**config.mk**
```make
export PLATFORM = sky130hd
export DESIGN_NAME = clock_set_controller
export DESIGN_NICKNAME = d
export VERILOG_FILES = /design/src/rtl/clock_set_controller.sv
export SDC_FILE = /design/constraint.sdc
export NUM_CORES = 1
export LEC_CHECK = 0
export CORE_ASPECT_RATIO = 1.1
export CORE_MARGIN = 3
export CORE_UTILIZATION = 50
export DETAILED_ROUTE_END_ITERATION = 6
export PLACE_DENSITY = 0.67
export RECOVER_POWER = 50
export SETUP_SLACK_MARGIN = 0.2
export SLEW_MARGIN = 20
export SYNTH_ARGS = -nofsm -noshare
export SYNTH_HDL_FRONTEND = slang
export SYNTH_SLANG_ARGS = --single-unit
```
**constraint.sdc**
```tcl
create_clock -name clk -period 4.3 [get_ports clk]
set_input_delay 0.86 -clock clk [delete_from_list [all_inputs] [get_ports clk]]
set_output_delay 0.86 -clock clk [all_outputs]
set_load 0.02 [all_outputs]
```
**src/rtl/clock_set_controller.sv**
```systemverilog
// clock_set_controller: debounces MODE/ADJ keys and sequences RUN->HOUR->MIN->SEC field setting.
// Define AUTO_REPEAT_EN to enable auto-repeat of ADJ increment pulses while the key is held.
module clock_set_controller #(
    parameter int unsigned DEBOUNCE_CYCLES = 500_000,
    parameter int unsigned TIMEOUT_CYCLES  = 500_000_000,
    parameter int unsigned REPEAT_DELAY    = 25_000_000,
    parameter int unsigned REPEAT_PERIOD   = 10_000_000
) (
    input  logic       clk,
    input  logic       rst_n,
    input  logic       key_mode_n,
    input  logic       key_adj_n,
    output logic [1:0] set,
    output logic       inc_sec,
    output logic       inc_min,
    output logic       inc_hour,
    output logic       running
);

    localparam int unsigned DB_W = $clog2(DEBOUNCE_CYCLES + 1);
    localparam int unsigned TO_W = $clog2(TIMEOUT_CYCLES + 1);
    localparam logic [DB_W-1:0] DB_LAST = DB_W'(DEBOUNCE_CYCLES - 1);
    localparam logic [TO_W-1:0] TO_LAST = TO_W'(TIMEOUT_CYCLES - 1);

    // State codes double as the field-select value driven on set.
    localparam logic [1:0] ST_SEC  = 2'd0;
    localparam logic [1:0] ST_MIN  = 2'd1;
    localparam logic [1:0] ST_HOUR = 2'd2;
    localparam logic [1:0] ST_RUN  = 2'd3;

    // Index 0 = MODE key, index 1 = ADJ key.
    logic [1:0]      sync1;
    logic [1:0]      sync2;
    logic [1:0]      deb;
    logic [1:0]      press;
    logic [DB_W-1:0] db_cnt [2];

    logic [1:0]      state;
    logic [1:0]      state_nxt;
    logic [TO_W-1:0] to_cnt;
    logic [TO_W-1:0] to_nxt;
    logic            mode_press;
    logic            adj_press;
    logic            in_set;
    logic            adj_pulse;
    logic            rpt_fire;
    logic            timeout;
    logic            pulse;

    always_ff @(posedge clk or negedge rst_n) begin
        if (!rst_n) begin
            sync1 <= '1;
            sync2 <= '1;
            deb   <= '1;
            press <= '0;
            for (int unsigned i = 0; i < 2; i++) begin
                db_cnt[i] <= '0;
            end
        end else begin
            sync1 <= {key_adj_n, key_mode_n};
            sync2 <= sync1;
            for (int unsigned i = 0; i < 2; i++) begin
                press[i] <= 1'b0;
                if (sync2[i] == deb[i]) begin
                    db_cnt[i] <= '0;
                end else if (db_cnt[i] == DB_LAST) begin
                    deb[i]    <= sync2[i];
                    db_cnt[i] <= '0;
                    press[i]  <= ~sync2[i];
                end else begin
                    db_cnt[i] <= db_cnt[i] + 1'b1;
                end
            end
        end
    end

    assign mode_press = press[0];
    assign adj_press  = press[1];
    assign in_set     = (state != ST_RUN);
    assign adj_pulse  = adj_press && !mode_press && in_set;
    assign pulse      = adj_pulse || rpt_fire;
    assign timeout    = in_set && !mode_press && !adj_press && !rpt_fire && (to_cnt == TO_LAST);
    assign to_nxt     = (!in_set || mode_press || adj_press || rpt_fire || timeout) ? '0 : to_cnt + 1'b1;

    always_comb begin
        state_nxt = state;
        if (mode_press) begin
            case (state)
                ST_RUN:  state_nxt = ST_HOUR;
                ST_HOUR: state_nxt = ST_MIN;
                ST_MIN:  state_nxt = ST_SEC;
                default: state_nxt = ST_RUN;
            endcase
        end else if (timeout) begin
            state_nxt = ST_RUN;
        end
    end

    always_ff @(posedge clk or negedge rst_n) begin
        if (!rst_n) begin
            state    <= ST_RUN;
            to_cnt   <= '0;
            running  <= 1'b1;
            inc_hour <= 1'b0;
            inc_min  <= 1'b0;
            inc_sec  <= 1'b0;
        end else begin
            state    <= state_nxt;
            to_cnt   <= to_nxt;
            running  <= (state_nxt == ST_RUN);
            inc_hour <= pulse && (state == ST_HOUR);
            inc_min  <= pulse && (state == ST_MIN);
            inc_sec  <= pulse && (state == ST_SEC);
        end
    end

    assign set = state;

`ifdef AUTO_REPEAT_EN
    localparam int unsigned RP_W = $clog2(REPEAT_DELAY + 1);
    localparam logic [RP_W-1:0] RP_LAST   = RP_W'(REPEAT_DELAY - 1);
    localparam logic [RP_W-1:0] RP_RELOAD = RP_W'(REPEAT_DELAY - REPEAT_PERIOD);

    logic            rpt_active;
    logic [RP_W-1:0] rpt_cnt;

    // Reloading to DELAY-PERIOD lets one terminal compare serve both the first delay and the period.
    assign rpt_fire = rpt_active && !deb[1] && in_set && !mode_press && !adj_press && (rpt_cnt == RP_LAST);

    always_ff @(posedge clk or negedge rst_n) begin
        if (!rst_n) begin
            rpt_active <= 1'b0;
            rpt_cnt    <= '0;
        end else if (adj_pulse) begin
            rpt_active <= 1'b1;
            rpt_cnt    <= '0;
        end else if (mode_press || !in_set || deb[1] || timeout) begin
            rpt_active <= 1'b0;
            rpt_cnt    <= '0;
        end else if (rpt_fire) begin
            rpt_cnt <= RP_RELOAD;
        end else if (rpt_active) begin
            rpt_cnt <= rpt_cnt + 1'b1;
        end
    end
`else
    logic unused_repeat_cfg;

    assign rpt_fire          = 1'b0;
    assign unused_repeat_cfg = (REPEAT_DELAY > REPEAT_PERIOD);
`endif

endmodule

```
==> out/qor.yml <==
outcome: "finished with violations"
violations: "capacitance limit, slew limit"
min_to: "sync2[1]$_DFF_PN1_"
core_um2: 7960
first_pass_iters: 4
worst_pin_slew_ns: 1.96
seqCellArea_um2: 2040
crit_required_ns: 4.49
syn2layout_area_growth_pct: 9.35
whs_ns: 0.360
cts.path.max_buffers: 2
drc: 0
multiInputGateArea_um2: 1970
die_w_um: 92.4
syn_inst: 409
synth_ff_type: "dfrtp_1"
drt-wirelength-per-cell_um: 15.2
antenna_found_initial: 0
fin_setup_tns_ns: 0
drt_iter0_drc: 147
dieArea_um2: 9350
setup_violations: 0
yosysWarnings: 0
clkTransAtPathRegs_ns: 0.08
ir_worst_vdd_mv: 0.206
leakage_uw: 0.00177
crit_path_start_kind: "flop"
ys_ff_latch: 81
gp_congestion: 0.814
wl_um: 8070
holdCritPathClass: "reg2reg"
vias_per_cell: 5.95
h-tree-depth: 3
dp_hpwl_um: 5240
path_max_fanout: 18
cts_tree: "built"
finalCriticalPeriod_ns: 2.47
rr_startpoint: "db_cnt[30]$_DFF_PN0_"
relSlewSlack_pct: -30.9
vias: 3150
yosysSeqAreaShare_pct: 49.6
synth_cell_types: 50
hold_violations: 0
rrSetupSlack_ns: 1.83
grt_max_degree: 82
die_h_um: 101
rsz0062_at_grt: "false"
drive_above_1_share_pct: 10.2
nFillCells: 710
cts_hold_buffers: 0
min_period_over_period_pct: 57.3
syn_nets: 421
num_io_pins: 10
skew_ns: 0.0155
grt_pass1_vias: 3025
io_buffers: 9
clock-sinks: 81
cts_resized: 0
clock_latency_ns: 0.35
antenna_cells: 0
drv_slew: 82
synth_edf_count: 0
crit_path_end_kind: "flop"
p_per_area_nw_per_um2: 314
maxCapViolCount: 1
crit_type: "reg2reg"
cts_made_buffers: 9
grt_pass1_wl_um: 13900
overflow: 0
worst_r2r_path_depth: 4
r2r-end: "db_cnt[25]$_DFF_PN0_"
placement_rows: 34
avgSynthCellArea_um2: 10.0
hold_depth: 0
grt_usage_pct: 18.5
drtAntennaViolNets: 0
postCtsSetupRepairBufs: 0
synth_area_um2: 4110
fin_nets: 428
fmax_ghz: 0.406
start_util_pct: 51.7
async_reset_ff_share_pct: 100
holdCritStartpoint: "sync1[1]$_DFF_PN1_"
worstPathArrival_ns: 2.66
cts_root_buf: "clkbuf_8"
worst max-delay path: stages (launching register included):
cell     delay, ns
dfrtp_1       0.42
or4b_2        0.67
or4_1         0.49
o21ai_2       0.61
nor2_1        0.12
cell usage in the layout (no fill, tap or decap), types with 5 or more instances in the layout:
cell | Yosys | routed
and2_1 | 5 | 5
ha_1 | 8 | 8
and4_1 | 6 | 6
nor4_1 | 8 | 8
nor2_1 | 39 | 39
o21ai_0 | 15 | 15
dfrtp_1 | 72 | 72
nor3_1 | 16 | 15
xnor2_1 | 20 | 20
dfstp_2 | 9 | 9
inv_1 | 9 | 9
or4_1 | 14 | 14
nand2_1 | 25 | 25
nand4_1 | 20 | 20
and3_1 | 9 | 9
clkdlybuf4s50_1 | 0 | 6
xor2_1 | 17 | 17
a211oi_1 | 10 | 10
a21oi_1 | 12 | 12
nand3_1 | 23 | 23
clkbuf_8 | 0 | 9
or3_1 | 12 | 11
o31ai_1 | 11 | 11
sequential cells by signal, indices dropped and copies added (netlist names):
signal	flops
db_cnt	38
sync2	2
running	1
set	2
to_cnt	29
inc_sec	1
inc_hour	1
press	2
deb	2
inc_min	1
sync1	2
power breakdown:
group	total, µW	internal (µW)	switching [µW]
clock network	604	328	276
logic	32.0	7.46	24.6
registers	775	769	5.66
total	1410	1100	306
metal layers:
layer	part of all wire (%)	wire length, µm	global-route usage, %	up-vias
met5	0	0	0	-
met4	0.41	33	6.97	0
met3	3.3	266	2.91	4
met2	49	3970	30.8	62
met1	47	3800	24.3	1555
li1	-	-	-	1529
worst max path at each step:
stage	end	slack [ns]	start
after floorplan	db_cnt[25]$_DFF_PN0_	2.16	db_cnt[30]$_DFF_PN0_
after global placement	db_cnt[21]$_DFF_PN0_	1.87	db_cnt[30]$_DFF_PN0_
after detailed placement	db_cnt[37]$_DFF_PN0_	1.84	db_cnt[30]$_DFF_PN0_
after CTS	db_cnt[25]$_DFF_PN0_	1.82	db_cnt[30]$_DFF_PN0_
after global routing	db_cnt[24]$_DFF_PN0_	1.68	rst_n
final	db_cnt[25]$_DFF_PN0_	1.83	db_cnt[30]$_DFF_PN0_
Yosys cell counts, types with 3 or more instances:
| library cell | number | area share, % |
|---|---|---|
| a211oi_1 | 10 | 1.8 |
| a211oi_2 | 3 | 0.91 |
| a21o_1 | 3 | 0.55 |
| a21oi_1 | 12 | 1.5 |
| and2_1 | 5 | 0.76 |
| and3_1 | 9 | 1.4 |
| and4_1 | 6 | 1.3 |
| clkbuf_1 | 10 | 0.91 |
| dfrtp_1 | 72 | 44 |
| dfstp_2 | 9 | 5.8 |
| ha_1 | 8 | 2.4 |
| inv_1 | 9 | 0.82 |
| nand2_1 | 25 | 2.3 |
| nand3_1 | 23 | 2.8 |
| nand4_1 | 20 | 3.0 |
| nor2_1 | 39 | 3.6 |
| nor3_1 | 16 | 1.9 |
| nor4_1 | 8 | 1.2 |
| nor4b_1 | 3 | 0.64 |
| o21ai_0 | 15 | 1.8 |
| o31ai_1 | 11 | 2.0 |
| or3_1 | 12 | 1.8 |
| or4_1 | 14 | 2.6 |
| or4b_2 | 3 | 0.73 |
| xnor2_1 | 20 | 4.3 |
| xor2_1 | 17 | 3.6 |
logic make-up (layout without fill, tap and decap cells):
group	after synthesis	count (layout)	synth area share [%]
adders and majority gates	8	8	2.44
xor gates and xnor gates	37	37	7.88
AOI/OAI and AO/OA	62	62	10.2
buffers and inverters	24	36	2.53
muxes	2	2	0.548
DFF	81	81	49.6
and+or+nand+nor	195	195	26.8
final cells by class:
cell class                      instances  area share, %
Tap cell                              108           3.01
Clock buffer                           11           2.92
Inverter                                9          0.752
Clock inverter                          5           1.81
Timing Repair Buffer                   11           2.23
Sequential cell                        81           45.4
Multi-Input combinational cell        304           43.9
per-stage QoR:
step / instance area (µm²) / std cells / worst slack [ns] / power [µW] / util, %
4_1_cts: 4500 / 529 / 1.82 / 1430 / 56.5
6_report: 4490 / 529 / 1.83 / 1410 / 56.5
2_1_floorplan: 4110 / 409 / 2.16 / 802 / -
5_1_grt: 4490 / 529 / 1.68 / 1470 / 56.5
3_5_place_dp: 4280 / 513 / 1.84 / 824 / 53.8
3_3_place_gp: 4280 / 513 / 1.87 / 823 / 53.8
Power figures use the tool's default switching activity.
==> RTL change: new RTL, same settings <==
Set the parameter `TIMEOUT_CYCLES` to 125_000_000 (it was 500_000_000).
--- a/src/rtl/clock_set_controller.sv
+++ b/src/rtl/clock_set_controller.sv
@@ -3,5 +3,5 @@
 module clock_set_controller #(
     parameter int unsigned DEBOUNCE_CYCLES = 500_000,
-    parameter int unsigned TIMEOUT_CYCLES  = 500_000_000,
+    parameter int unsigned TIMEOUT_CYCLES  = 125_000_000,
     parameter int unsigned REPEAT_DELAY    = 25_000_000,
     parameter int unsigned REPEAT_PERIOD   = 10_000_000
Behaviour: no difference found for any inputs over 10 cycles, from zero or initial values and one cycle with rst_n low; that may be too few to reach the edited logic, so the function may still have changed.
==> RTL change against the original RTL <==
The flow still finishes with violations (max-capacitance violations, max-slew violations); power shrank 1.5%; worst setup slack improved by 0.0084 ns; core utilization rose by 1.9 points; hold slack worse by 0.0023 ns; sequential cell count decreased by 2; synthesized area fell by 7.2%; count of clock-buffer cells in the layout decreased by 2; wire length down 16%; sequential share of layout area up 1.9 points; final area shrank 6.4%; synthesized cell count shrank 6.6%; highest routed layer unchanged.
==> RTL change: results (changes against the original RTL) <==
[outcome]
result_of_the_run = finished, violations left
failing_checks = max-capacitance violations, max-slew violations

[synth]
synth_area_leaders = sky130_fd_sc_hd__dfrtp_1, sky130_fd_sc_hd__xnor2_1, sky130_fd_sc_hd__dfstp_2
post_synth_most_frequent_cells = sky130_fd_sc_hd__dfrtp_1, sky130_fd_sc_hd__nor2_1, sky130_fd_sc_hd__xnor2_1
mappedNetlistNets = 394  ; -6.4%
ys_seq_area_share_pct = 52.1  ; +2.6 points
netlist_instances = 382  ; -6.6%
post_synth_num_cell_types = 38  ; -24%

[worst_setup_path]
worst_case_reg_to_reg_path_depth = 5  ; +1
endpoint = set[0]
critPathMaxFanout = 6  ; -12
critPathLaunch = set[0]$_DFF_PN1_
maximum_cell_stage_delay_along_the_critical_path_ns = 0.63  ; -0.04 ns
critical_path.reg2reg.startpoint = to_cnt[0]$_DFF_PN0_
path_delay_family = buffers and inverters
crit_slowest_cell = sky130_fd_sc_hd__clkdlybuf4s50_1
critPathArrivalTime_ns = 1.60  ; -1.06 ns

[placement]
gp_congestion = 0.804  ; -1.2%
dp_hpwl_um = 4560  ; -13%
pre_cts_ws_ns = 2.02  ; +0.179 ns
dp_cells = 470  ; -8.4%

[run]
maxCapViolations = 1  ; unchanged

[sta]
clock.fmax_ghz = 0.407  ; +0.34%
finalClockSkew_ns = 0.0138  ; -0.00164 ns
worst_slew_pin_slew_ns = 1.91  ; -0.0537 ns
drv_slew = 80  ; -2.4%

[power_and_ir_drop]
ir_worst_vdd_mv = 0.182  ; -12%
p_leak_nw = 1.71  ; -3.5%

[drt]
detailroute.wirelength.met2_um = 3160  ; -20%
drt-vias-per-instance = 5.73  ; -3.7%
detailedRoute.firstIterationViolations = 132  ; -10%
wl_met3_um = 150  ; -44%
wl_per_cell_um = 14.0  ; -8.3%
dr_total_vias = 2786  ; -12%
route.layer.met1.wl_um = 3360  ; -12%

[finish]
final_nets = 408  ; -4.7%
drive_gt1_share_pct = 8.73  ; -1.5 points
biggestRegsByFlops = db_cnt: 38 flops, to_cnt: 27 flops

[global_route]
global_route.usage.total_pct = 17.3  ; -1.2 points
largest_net_degree_at_the_start_of_global_routing = 80  ; -2.4%
first_global_vias = 2742  ; -9.4%
grt_pass1_wl_um = 12200  ; -12%

[clock_network]
cts-htree-levels = 3  ; unchanged

## RTL change: logic make-up (layout without fill, tap and decap cells)
logic type / count (synthesis) / in the layout / synth area share, %
simple gates: 186 / 186 / 26.3
flops: 79 / 79 / 52.1
xor+xnor: 43 / 43 / 9.88
compound gates: 42 / 42 / 6.24
buf+inv: 22 / 41 / 2.23
fa+ha+maj: 8 / 8 / 2.63
mux: 2 / 2 / 0.591
## RTL change: power by group
group | total, W | internal (W) | leakage (nW) | switching (W)
clock | 0.000601 | 0.000327 | 0.105 | 0.000274
sequential | 0.000756 | 0.000750 | 1.05 | 0.00000600
combinational | 0.0000322 | 0.00000774 | 0.551 | 0.0000244
## RTL change: through the flow
| stage | hold WS [ns] | area, um^2 |
|---|---|---|
| after floorplan | 0.345 | 3810 |
| after global placement | 0.347 | 3990 |
| after detailed placement | 0.347 | 3990 |
| after CTS | 0.359 | 4210 |
| after global routing | 0.366 | 4210 |
| final | 0.357 | 4210 |
## RTL change: layout make-up
| type | count | area [um^2] |
|---|---|---|
| inverter | 14 | 52.6 |
| sequential | 79 | 1990 |
| timing repair buffer | 11 | 100 |
| tap | 85 | 106 |
| multi-input combinational | 281 | 1740 |
| fill | 636 | 3000 |
| clock inverter | 7 | 97.6 |
| clock buffer | 9 | 124 |
## RTL change: layer usage
metal / global-route usage, % / up-vias
li1: - / 1391
met1: 24.0 / 1356
met2: 26.2 / 27
met3: 3.31 / 12
met4: 7.22 / 0
met5: 0 / -
## RTL change: worst register-to-register path, stage by stage, from the launching register on
cell,delay (ns)
sky130_fd_sc_hd__dfrtp_1,0.40
sky130_fd_sc_hd__ha_1,0.20
sky130_fd_sc_hd__nand3_1,0.27
sky130_fd_sc_hd__or4_1,0.77
sky130_fd_sc_hd__or4_1,0.45
sky130_fd_sc_hd__a21oi_1,0.15
